===== config.mk =====
export PLATFORM = sky130hd
export DESIGN_NAME = pc_gen_bp_flat
export DESIGN_NICKNAME = d
export VERILOG_FILES = /design/src/rtl/pc_gen_bp_if.sv /design/src/rtl/pc_gen_bp.sv /design/src/flat_wrapper.sv
export SDC_FILE = /design/constraint.sdc
export NUM_CORES = 2
export LEC_CHECK = 0
export CORE_AREA = 4 4 562 703
export DETAILED_ROUTE_END_ITERATION = 6
export DIE_AREA = 0 0 566 707
export GPL_ROUTABILITY_DRIVEN = 1
export SLEW_MARGIN = 10
export SYNTH_ARGS = -nofsm -noshare
export SYNTH_HDL_FRONTEND = slang
export SYNTH_SLANG_ARGS = --single-unit

===== constraint.sdc =====
create_clock -name clk -period 8.7 [get_ports clk]
set_input_delay 1.74 -clock clk [delete_from_list [all_inputs] [get_ports clk]]
set_output_delay 1.74 -clock clk [all_outputs]
set_load 0.03 [all_outputs]

===== src/rtl/pc_gen_bp_if.sv =====
// Fetch PC generator bus: IF/ID back-pressure, EX redirect, EX branch update,
// and the fetch address/prediction returned to IF.
//   master: drives stall, redirect_*, upd_*; observes pc, pred_taken, pred_target
//   slave : the PC generator itself
interface pc_gen_bp_if #(
  parameter int unsigned ADDR_W = 32
);
  logic              stall;
  logic              redirect_valid;
  logic [ADDR_W-1:0] redirect_pc;
  logic              upd_valid;
  logic [ADDR_W-1:0] upd_pc;
  logic              upd_taken;
  logic [ADDR_W-1:0] upd_target;
  logic [ADDR_W-1:0] pc;
  logic              pred_taken;
  logic [ADDR_W-1:0] pred_target;

  modport master (
    output stall, redirect_valid, redirect_pc,
    output upd_valid, upd_pc, upd_taken, upd_target,
    input  pc, pred_taken, pred_target
  );

  modport slave (
    input  stall, redirect_valid, redirect_pc,
    input  upd_valid, upd_pc, upd_taken, upd_target,
    output pc, pred_taken, pred_target
  );
endinterface


===== src/rtl/pc_gen_bp.sv =====
// Fetch-stage PC generator with a direct-mapped BTB of 2-bit direction counters.
// Ports:
//   clk, rst_n : clock, asynchronous active-low reset
//   bus.slave  : stall, redirect_valid/redirect_pc (EX correction),
//                upd_valid/upd_pc/upd_taken/upd_target (EX resolve),
//                pc (registered fetch address), pred_taken/pred_target
//                (combinational lookup on pc)
// Next PC priority: redirect, stall, BTB prediction, pc+4.
module pc_gen_bp #(
  parameter int unsigned       ADDR_W      = 32,
  parameter logic [ADDR_W-1:0] RESET_PC    = '0,
  parameter int unsigned       BTB_ENTRIES = 64,
  parameter logic [1:0]        CTR_INIT    = 2'b01
) (
  input logic         clk,
  input logic         rst_n,
  pc_gen_bp_if.slave  bus
);

  localparam int unsigned IDX_W = $clog2(BTB_ENTRIES);
  localparam int unsigned TAG_W = ADDR_W - IDX_W - 2;

  logic [ADDR_W-1:0]      pc_q;
  logic [BTB_ENTRIES-1:0] valid_q;
  logic [1:0]             ctr_q [BTB_ENTRIES];
  logic [TAG_W-1:0]       tag_q [BTB_ENTRIES];
  logic [ADDR_W-1:0]      tgt_q [BTB_ENTRIES];

  logic [IDX_W-1:0]  lk_idx;
  logic [TAG_W-1:0]  lk_tag;
  logic              lk_hit;
  logic              pred_taken_c;
  logic [ADDR_W-1:0] pred_target_c;
  logic [ADDR_W-1:0] pc_next;

  logic [IDX_W-1:0]  upd_idx;
  logic [TAG_W-1:0]  upd_tag;
  logic              upd_hit;
  logic [1:0]        ctr_cur;
  logic [1:0]        ctr_upd;

  // Byte-offset bits never take part in index/tag selection.
  logic unused_lo_bits;
  assign unused_lo_bits = ^{bus.upd_pc[1:0], pc_q[1:0]};

  assign lk_idx  = pc_q[IDX_W+1:2];
  assign lk_tag  = pc_q[ADDR_W-1:IDX_W+2];
  assign upd_idx = bus.upd_pc[IDX_W+1:2];
  assign upd_tag = bus.upd_pc[ADDR_W-1:IDX_W+2];

  // Lookup on the current fetch address; sees pre-update contents.
  always_comb begin
    lk_hit        = valid_q[lk_idx] && (tag_q[lk_idx] == lk_tag);
    pred_taken_c  = lk_hit && ctr_q[lk_idx][1];
    pred_target_c = pred_taken_c ? tgt_q[lk_idx] : '0;
  end

  // Next fetch address selection.
  always_comb begin
    pc_next = pc_q + ADDR_W'(4);
    if (bus.redirect_valid) begin
      pc_next = bus.redirect_pc;
    end else if (bus.stall) begin
      pc_next = pc_q;
    end else if (pred_taken_c) begin
      pc_next = pred_target_c;
    end
  end

  // Saturating counter step for the entry addressed by the update.
  always_comb begin
    upd_hit = valid_q[upd_idx] && (tag_q[upd_idx] == upd_tag);
    ctr_cur = ctr_q[upd_idx];
    ctr_upd = ctr_cur;
    if (bus.upd_taken) begin
      if (ctr_cur != 2'b11) ctr_upd = ctr_cur + 2'b01;
    end else begin
      if (ctr_cur != 2'b00) ctr_upd = ctr_cur - 2'b01;
    end
  end

  // PC register.
  always_ff @(posedge clk or negedge rst_n) begin
    if (!rst_n) begin
      pc_q <= RESET_PC;
    end else begin
      pc_q <= pc_next;
    end
  end

  // Valid bits and counters: reset state, hit-train or taken-miss allocate.
  always_ff @(posedge clk or negedge rst_n) begin
    if (!rst_n) begin
      valid_q <= '0;
      for (int i = 0; i < int'(BTB_ENTRIES); i++) ctr_q[i] <= CTR_INIT;
    end else if (bus.upd_valid) begin
      if (upd_hit) begin
        ctr_q[upd_idx] <= ctr_upd;
      end else if (bus.upd_taken) begin
        valid_q[upd_idx] <= 1'b1;
        ctr_q[upd_idx]   <= 2'b10;
      end
    end
  end

  // Tag/target storage is unreset; it is only meaningful behind valid.
  always_ff @(posedge clk) begin
    if (bus.upd_valid && bus.upd_taken) begin
      tgt_q[upd_idx] <= bus.upd_target;
      if (!upd_hit) tag_q[upd_idx] <= upd_tag;
    end
  end

  assign bus.pc          = pc_q;
  assign bus.pred_taken  = pred_taken_c;
  assign bus.pred_target = pred_target_c;

endmodule


===== src/flat_wrapper.sv =====
// flat-port wrapper written by rule: the top's interface ports become plain ports
module pc_gen_bp_flat 
#(
  parameter int unsigned       ADDR_W      = 32,
  parameter logic [ADDR_W-1:0] RESET_PC    = '0,
  parameter int unsigned       BTB_ENTRIES = 64,
  parameter logic [1:0]        CTR_INIT    = 2'b01
)
  (clk, rst_n, bus_stall, bus_redirect_valid, bus_redirect_pc, bus_upd_valid, bus_upd_pc, bus_upd_taken, bus_upd_target, bus_pc, bus_pred_taken, bus_pred_target);
  pc_gen_bp_if #(.ADDR_W(ADDR_W)) bus_i ();
  input logic clk;
  input logic rst_n;
  input wire logic [$bits(bus_i.stall)-1:0] bus_stall;
  input wire logic [$bits(bus_i.redirect_valid)-1:0] bus_redirect_valid;
  input wire logic [$bits(bus_i.redirect_pc)-1:0] bus_redirect_pc;
  input wire logic [$bits(bus_i.upd_valid)-1:0] bus_upd_valid;
  input wire logic [$bits(bus_i.upd_pc)-1:0] bus_upd_pc;
  input wire logic [$bits(bus_i.upd_taken)-1:0] bus_upd_taken;
  input wire logic [$bits(bus_i.upd_target)-1:0] bus_upd_target;
  output wire logic [$bits(bus_i.pc)-1:0] bus_pc;
  output wire logic [$bits(bus_i.pred_taken)-1:0] bus_pred_taken;
  output wire logic [$bits(bus_i.pred_target)-1:0] bus_pred_target;
  assign bus_i.stall = bus_stall;
  assign bus_i.redirect_valid = bus_redirect_valid;
  assign bus_i.redirect_pc = bus_redirect_pc;
  assign bus_i.upd_valid = bus_upd_valid;
  assign bus_i.upd_pc = bus_upd_pc;
  assign bus_i.upd_taken = bus_upd_taken;
  assign bus_i.upd_target = bus_upd_target;
  assign bus_pc = bus_i.pc;
  assign bus_pred_taken = bus_i.pred_taken;
  assign bus_pred_target = bus_i.pred_target;
  pc_gen_bp #(.ADDR_W(ADDR_W), .RESET_PC(RESET_PC), .BTB_ENTRIES(BTB_ENTRIES), .CTR_INIT(CTR_INIT)) u_core (.clk(clk), .rst_n(rst_n), .bus(bus_i));
endmodule

==> metrics.json <==
{
  "clock_tree": {
    "clkSlewWorstSetupHoldPaths_ns": 0.06,
    "cts_buffers": 378,
    "clockBufferDepth": 4,
    "ctsHoldBuffers": 0,
    "cts_htree_levels": 5,
    "insertion_delay_ns": 0.98,
    "post_cts.repair.setup_buffers": 0,
    "tritoncts": "done",
    "clock-sinks": 3808,
    "cts-root-buf": "sky130_fd_sc_hd__clkbuf_16",
    "cts_repair_resize_count": 0
  },
  "critical_path": {
    "critPathBufInv": 2,
    "critical_path_depth": 13,
    "cp_data_arrival_time_ns": 6.92,
    "critical_path_class": "reg -> out",
    "critical_path.max_fanout": 33,
    "crit_path_end_kind": "primary output",
    "critPathTopFamily": "compound AO/OA/AOI/OAI gates",
    "cp_slowest_cell": "sky130_fd_sc_hd__o21ai_0",
    "cp.required_ns": 6.96,
    "crit_path_max_incr_delay_ns": 1.19,
    "worst-r2r-cell-count": 12,
    "worstPathCellList": "or3b_2 -> o221ai_1 -> a21oi_1 -> o21ai_0 -> a211oi_1 -> a311o_1 -> nor4_1 -> nand4_1 -> nor2_1 -> nand4_1 -> buf_12 -> nor2b_1 -> buf_12",
    "r2r_setup_slk_ns": 1.55,
    "nature_of_the_critical_path_startpoint": "register"
  },
  "yosys": {
    "synth_compound_area_share_pct": 6.20,
    "synth_top_cells_by_area": "sky130_fd_sc_hd__edfxtp_1 (66%), sky130_fd_sc_hd__mux4_2 (14%), sky130_fd_sc_hd__mux2i_1 (3.0%)",
    "synthesis.nets": 8824,
    "synth_edf_count": 3584,
    "synth_cells": 8721,
    "ys_seq_elements": 3808,
    "synth_mux_area_share_pct": 18.5,
    "yosys_most_used_dff": "sky130_fd_sc_hd__edfxtp_1",
    "yosysSeqAreaShare_pct": 69.6,
    "synthDistinctLibCells": 79,
    "synth-async-reset-ratio_pct": 5.88,
    "synth-xor-area-share_pct": 0.355,
    "yosys_warnings": 0,
    "syn_avg_cell_area_sq_um": 18.7,
    "syn_area_sq_mm": 0.163,
    "synth-adder-area-share_pct": 0.0200,
    "fraction_of_post_synthesis_cell_area_in_the_top_cell_type_by_area_pct": 66.1,
    "cell_type_with_the_highest_aggregate_area_in_the_netlist": "sky130_fd_sc_hd__edfxtp_1",
    "combinational_family_with_the_most_area_after_synthesis": "multiplexers",
    "synth-simple-area-share_pct": 3.23
  },
  "placed_design": {
    "hpwlAfterDp_mm": 361,
    "gp_congestion": 0.991,
    "io_buffer_count": 164,
    "dpl_cells": 13900,
    "placement.setup.worst_slack_ns": 1.05
  },
  "finish": {
    "post_layout_nonfiller_instances": 14600,
    "final_layout_size_suffix_gt1_share_pct": 27.9,
    "area_delta_synth_final_pct": 14.4,
    "finish.net_count": 9231,
    "most_frequent_standard_cell_in_the_layout_excluding_fill_and_tap_cells": "sky130_fd_sc_hd__edfxtp_1",
    "highest_count_cells_in_the_layout_ignoring_fill_and_taps": "sky130_fd_sc_hd__edfxtp_1 (3584), sky130_fd_sc_hd__mux4_2 (1037), sky130_fd_sc_hd__mux2i_1 (491)"
  },
  "pwr": {
    "cellPowerDensity_mw_per_mm2": 226,
    "share_clk_of_total_power_pct": 39.2,
    "internal_power_mw": 31.5,
    "irDropWorstVdd_uv": 233,
    "power_leakage_nw": 59.6,
    "power.share.combinational_pct": 12.3,
    "switching_share_pct": 25.3,
    "power_switching_mw": 10.7,
    "p_seq_share_pct": 48.5
  },
  "min_path": {
    "worstHoldPathType": "reg -> reg",
    "timing.hold.worst_path_depth": 1
  },
  "global_routing": {
    "grt_first_pass_wirelength_mm": 792,
    "grt_antenna_before_repair": 30,
    "grt.overflow.total": 0,
    "grt_start_max_net_pins": 156,
    "grt_util_all_layers_pct": 28.3,
    "first_global_vias": 96200
  },
  "routing": {
    "via_count": 97300,
    "met2WireLength_mm": 270,
    "dr.first_iter.drc_count": 15600,
    "top_signal_layer_used": "met5",
    "detailroute.wirelength.met3_mm": 58.9,
    "antenna_violating_nets_post_route": 0,
    "viasPerCell": 6.65,
    "detail_route.wl_per_cell_microns": 39.5,
    "post-route-drc-count": 18,
    "wirelength_mm": 578,
    "wl_met1_mm": 203,
    "drtPass1Iterations": 7
  },
  "timing": {
    "totalNegativeSetupSlack_ns": 0,
    "hold_violations": 0,
    "grt_setup_unrepaired": "no",
    "period_share_pct": 99.5,
    "max_slew.worst_pin.slew_ns": 1.46,
    "worst_clock_skew_ns": 0.0572,
    "final-setup-viol-count": 0,
    "timing.final.ws_setup_ns": 0.0440,
    "fmax_ghz": 0.116,
    "report.final.slew_viol_count": 0,
    "finalWorstPathRequiredPeriod_ns": 8.66,
    "relSlewSlack_pct": 1.81
  },
  "floorplan": {
    "core.rowCount": 256,
    "chipHeight_microns": 707,
    "die_outline_area_sq_mm": 0.400,
    "initial_utilization_pct": 41.9,
    "design.portCount": 167,
    "die_span_in_x_microns": 566,
    "core_area_sq_mm": 0.388
  },
  "job": {
    "maxCapViolCount": 0
  },
  "run_status": {
    "run_status": "finished, violations left",
    "violations": "DRC"
  }
}
Yosys cell counts (14+ instances only):
| cell | count |
|---|---|
| sky130_fd_sc_hd__buf_1 | 67 |
| sky130_fd_sc_hd__a22o_1 | 99 |
| sky130_fd_sc_hd__nand2b_1 | 22 |
| sky130_fd_sc_hd__a221oi_1 | 200 |
| sky130_fd_sc_hd__nor2b_1 | 45 |
| sky130_fd_sc_hd__nand3b_1 | 14 |
| sky130_fd_sc_hd__or2_1 | 50 |
| sky130_fd_sc_hd__dfstp_2 | 64 |
| sky130_fd_sc_hd__nand3_1 | 74 |
| sky130_fd_sc_hd__a22oi_1 | 219 |
| sky130_fd_sc_hd__and3_1 | 17 |
| sky130_fd_sc_hd__mux4_2 | 1037 |
| sky130_fd_sc_hd__dfrtp_1 | 160 |
| sky130_fd_sc_hd__nor3_1 | 46 |
| sky130_fd_sc_hd__buf_4 | 64 |
| sky130_fd_sc_hd__mux2i_1 | 491 |
| sky130_fd_sc_hd__nand4_1 | 27 |
| sky130_fd_sc_hd__clkbuf_1 | 265 |
| sky130_fd_sc_hd__nor2_1 | 257 |
| sky130_fd_sc_hd__o221ai_1 | 61 |
| sky130_fd_sc_hd__buf_6 | 20 |
| sky130_fd_sc_hd__edfxtp_1 | 3584 |
| sky130_fd_sc_hd__nor4_1 | 18 |
| sky130_fd_sc_hd__o21ai_0 | 100 |
| sky130_fd_sc_hd__or2_2 | 15 |
| sky130_fd_sc_hd__xnor2_1 | 45 |
| sky130_fd_sc_hd__a221o_1 | 50 |
| sky130_fd_sc_hd__buf_2 | 234 |
| sky130_fd_sc_hd__o211ai_1 | 29 |
| sky130_fd_sc_hd__a21oi_1 | 309 |
| sky130_fd_sc_hd__a31oi_1 | 31 |
| sky130_fd_sc_hd__a211oi_1 | 67 |
| sky130_fd_sc_hd__mux2_2 | 164 |
| sky130_fd_sc_hd__nand2_1 | 358 |
| sky130_fd_sc_hd__o22ai_1 | 114 |
| sky130_fd_sc_hd__nor3_2 | 51 |
| sky130_fd_sc_hd__inv_1 | 20 |
| sky130_fd_sc_hd__xor2_1 | 21 |
state kept, by name, indices dropped and copies added (netlist names):
register        cells
u_core.tgt_q     2048
u_core.ctr_q      128
u_core.valid_q     64
u_core.bus.pc      32
u_core.tag_q     1536
power by group through the flow:
| stage | Clock (mW) | Sequential (mW) | Combinational [mW] |
|---|---|---|---|
| after global routing | 17.4 | 20.4 | 5.29 |
| after detailed placement | 0 | 20.8 | 5.07 |
| after global placement | 0 | 20.8 | 5.04 |
| after CTS | 16.6 | 20.4 | 5.08 |
| after floorplan | 0 | 20.7 | 2.79 |
| final | 16.5 | 20.4 | 5.18 |
layout make-up:
type                       count  area (sq um)
sequential                  3808        113000
clock buffer                 492         10200
timing repair buffer         682          6760
clock inverter               203          2050
fill                       32100        202000
inverter                      23           104
multi-input combinational   4235         47200
antenna                       19          47.5
tap                         5160          6460
per-layer routing:
| metal | vias up | track usage (%) |
|---|---|---|
| met5 | - | 0 |
| met4 | 12 | 18.1 |
| met3 | 1569 | 6.01 |
| met2 | 6812 | 44.8 |
| met1 | 51400 | 35.4 |
| li1 | 37500 | - |
logic make-up after synthesis:
logic type,count (synthesis)
flip-flops,3808
AO/OA/AOI/OAI,1409
XOR/XNOR,66
multiplexers,1695
AND/OR/NAND/NOR,1062
buffers and inverters,678
adder cells (fa/ha/maj),3
metrics by stage:
| stage | instance area (sq um) | utilization, % | hold WS (ns) | power [mW] |
|---|---|---|---|---|
| global route | 186000 | 47.9 | 0.506 | 43.1 |
| detailed placement | 174000 | 44.8 | 0.474 | 25.9 |
| floorplan | 163000 | - | 0.442 | 23.5 |
| global placement | 174000 | 44.8 | 0.461 | 25.8 |
| CTS | 186000 | 47.9 | 0.490 | 42.1 |
| finish | 186000 | 48.0 | 0.487 | 42.1 |
path summary, 6_finish.rpt:
check                                                from                             end
min in group asynchronous                           rst_n  u_core.valid_q[28]$_DFFE_PN0P_
setup reg to reg             u_core.bus.pc[6]$_DFFE_PN0P_    u_core.bus.pc[2]$_DFFE_PN0P_
max in group asynchronous                           rst_n    u_core.bus.pc[6]$_DFFE_PN0P_
setup / recovery             u_core.bus.pc[5]$_DFFE_PN0P_             bus_pred_target[12]
hold / removal             u_core.valid_q[29]$_DFFE_PN0P_  u_core.valid_q[29]$_DFFE_PN0P_
hold reg to reg            u_core.valid_q[29]$_DFFE_PN0P_  u_core.valid_q[29]$_DFFE_PN0P_
Note: power is estimated with default switching activity, not from simulation.
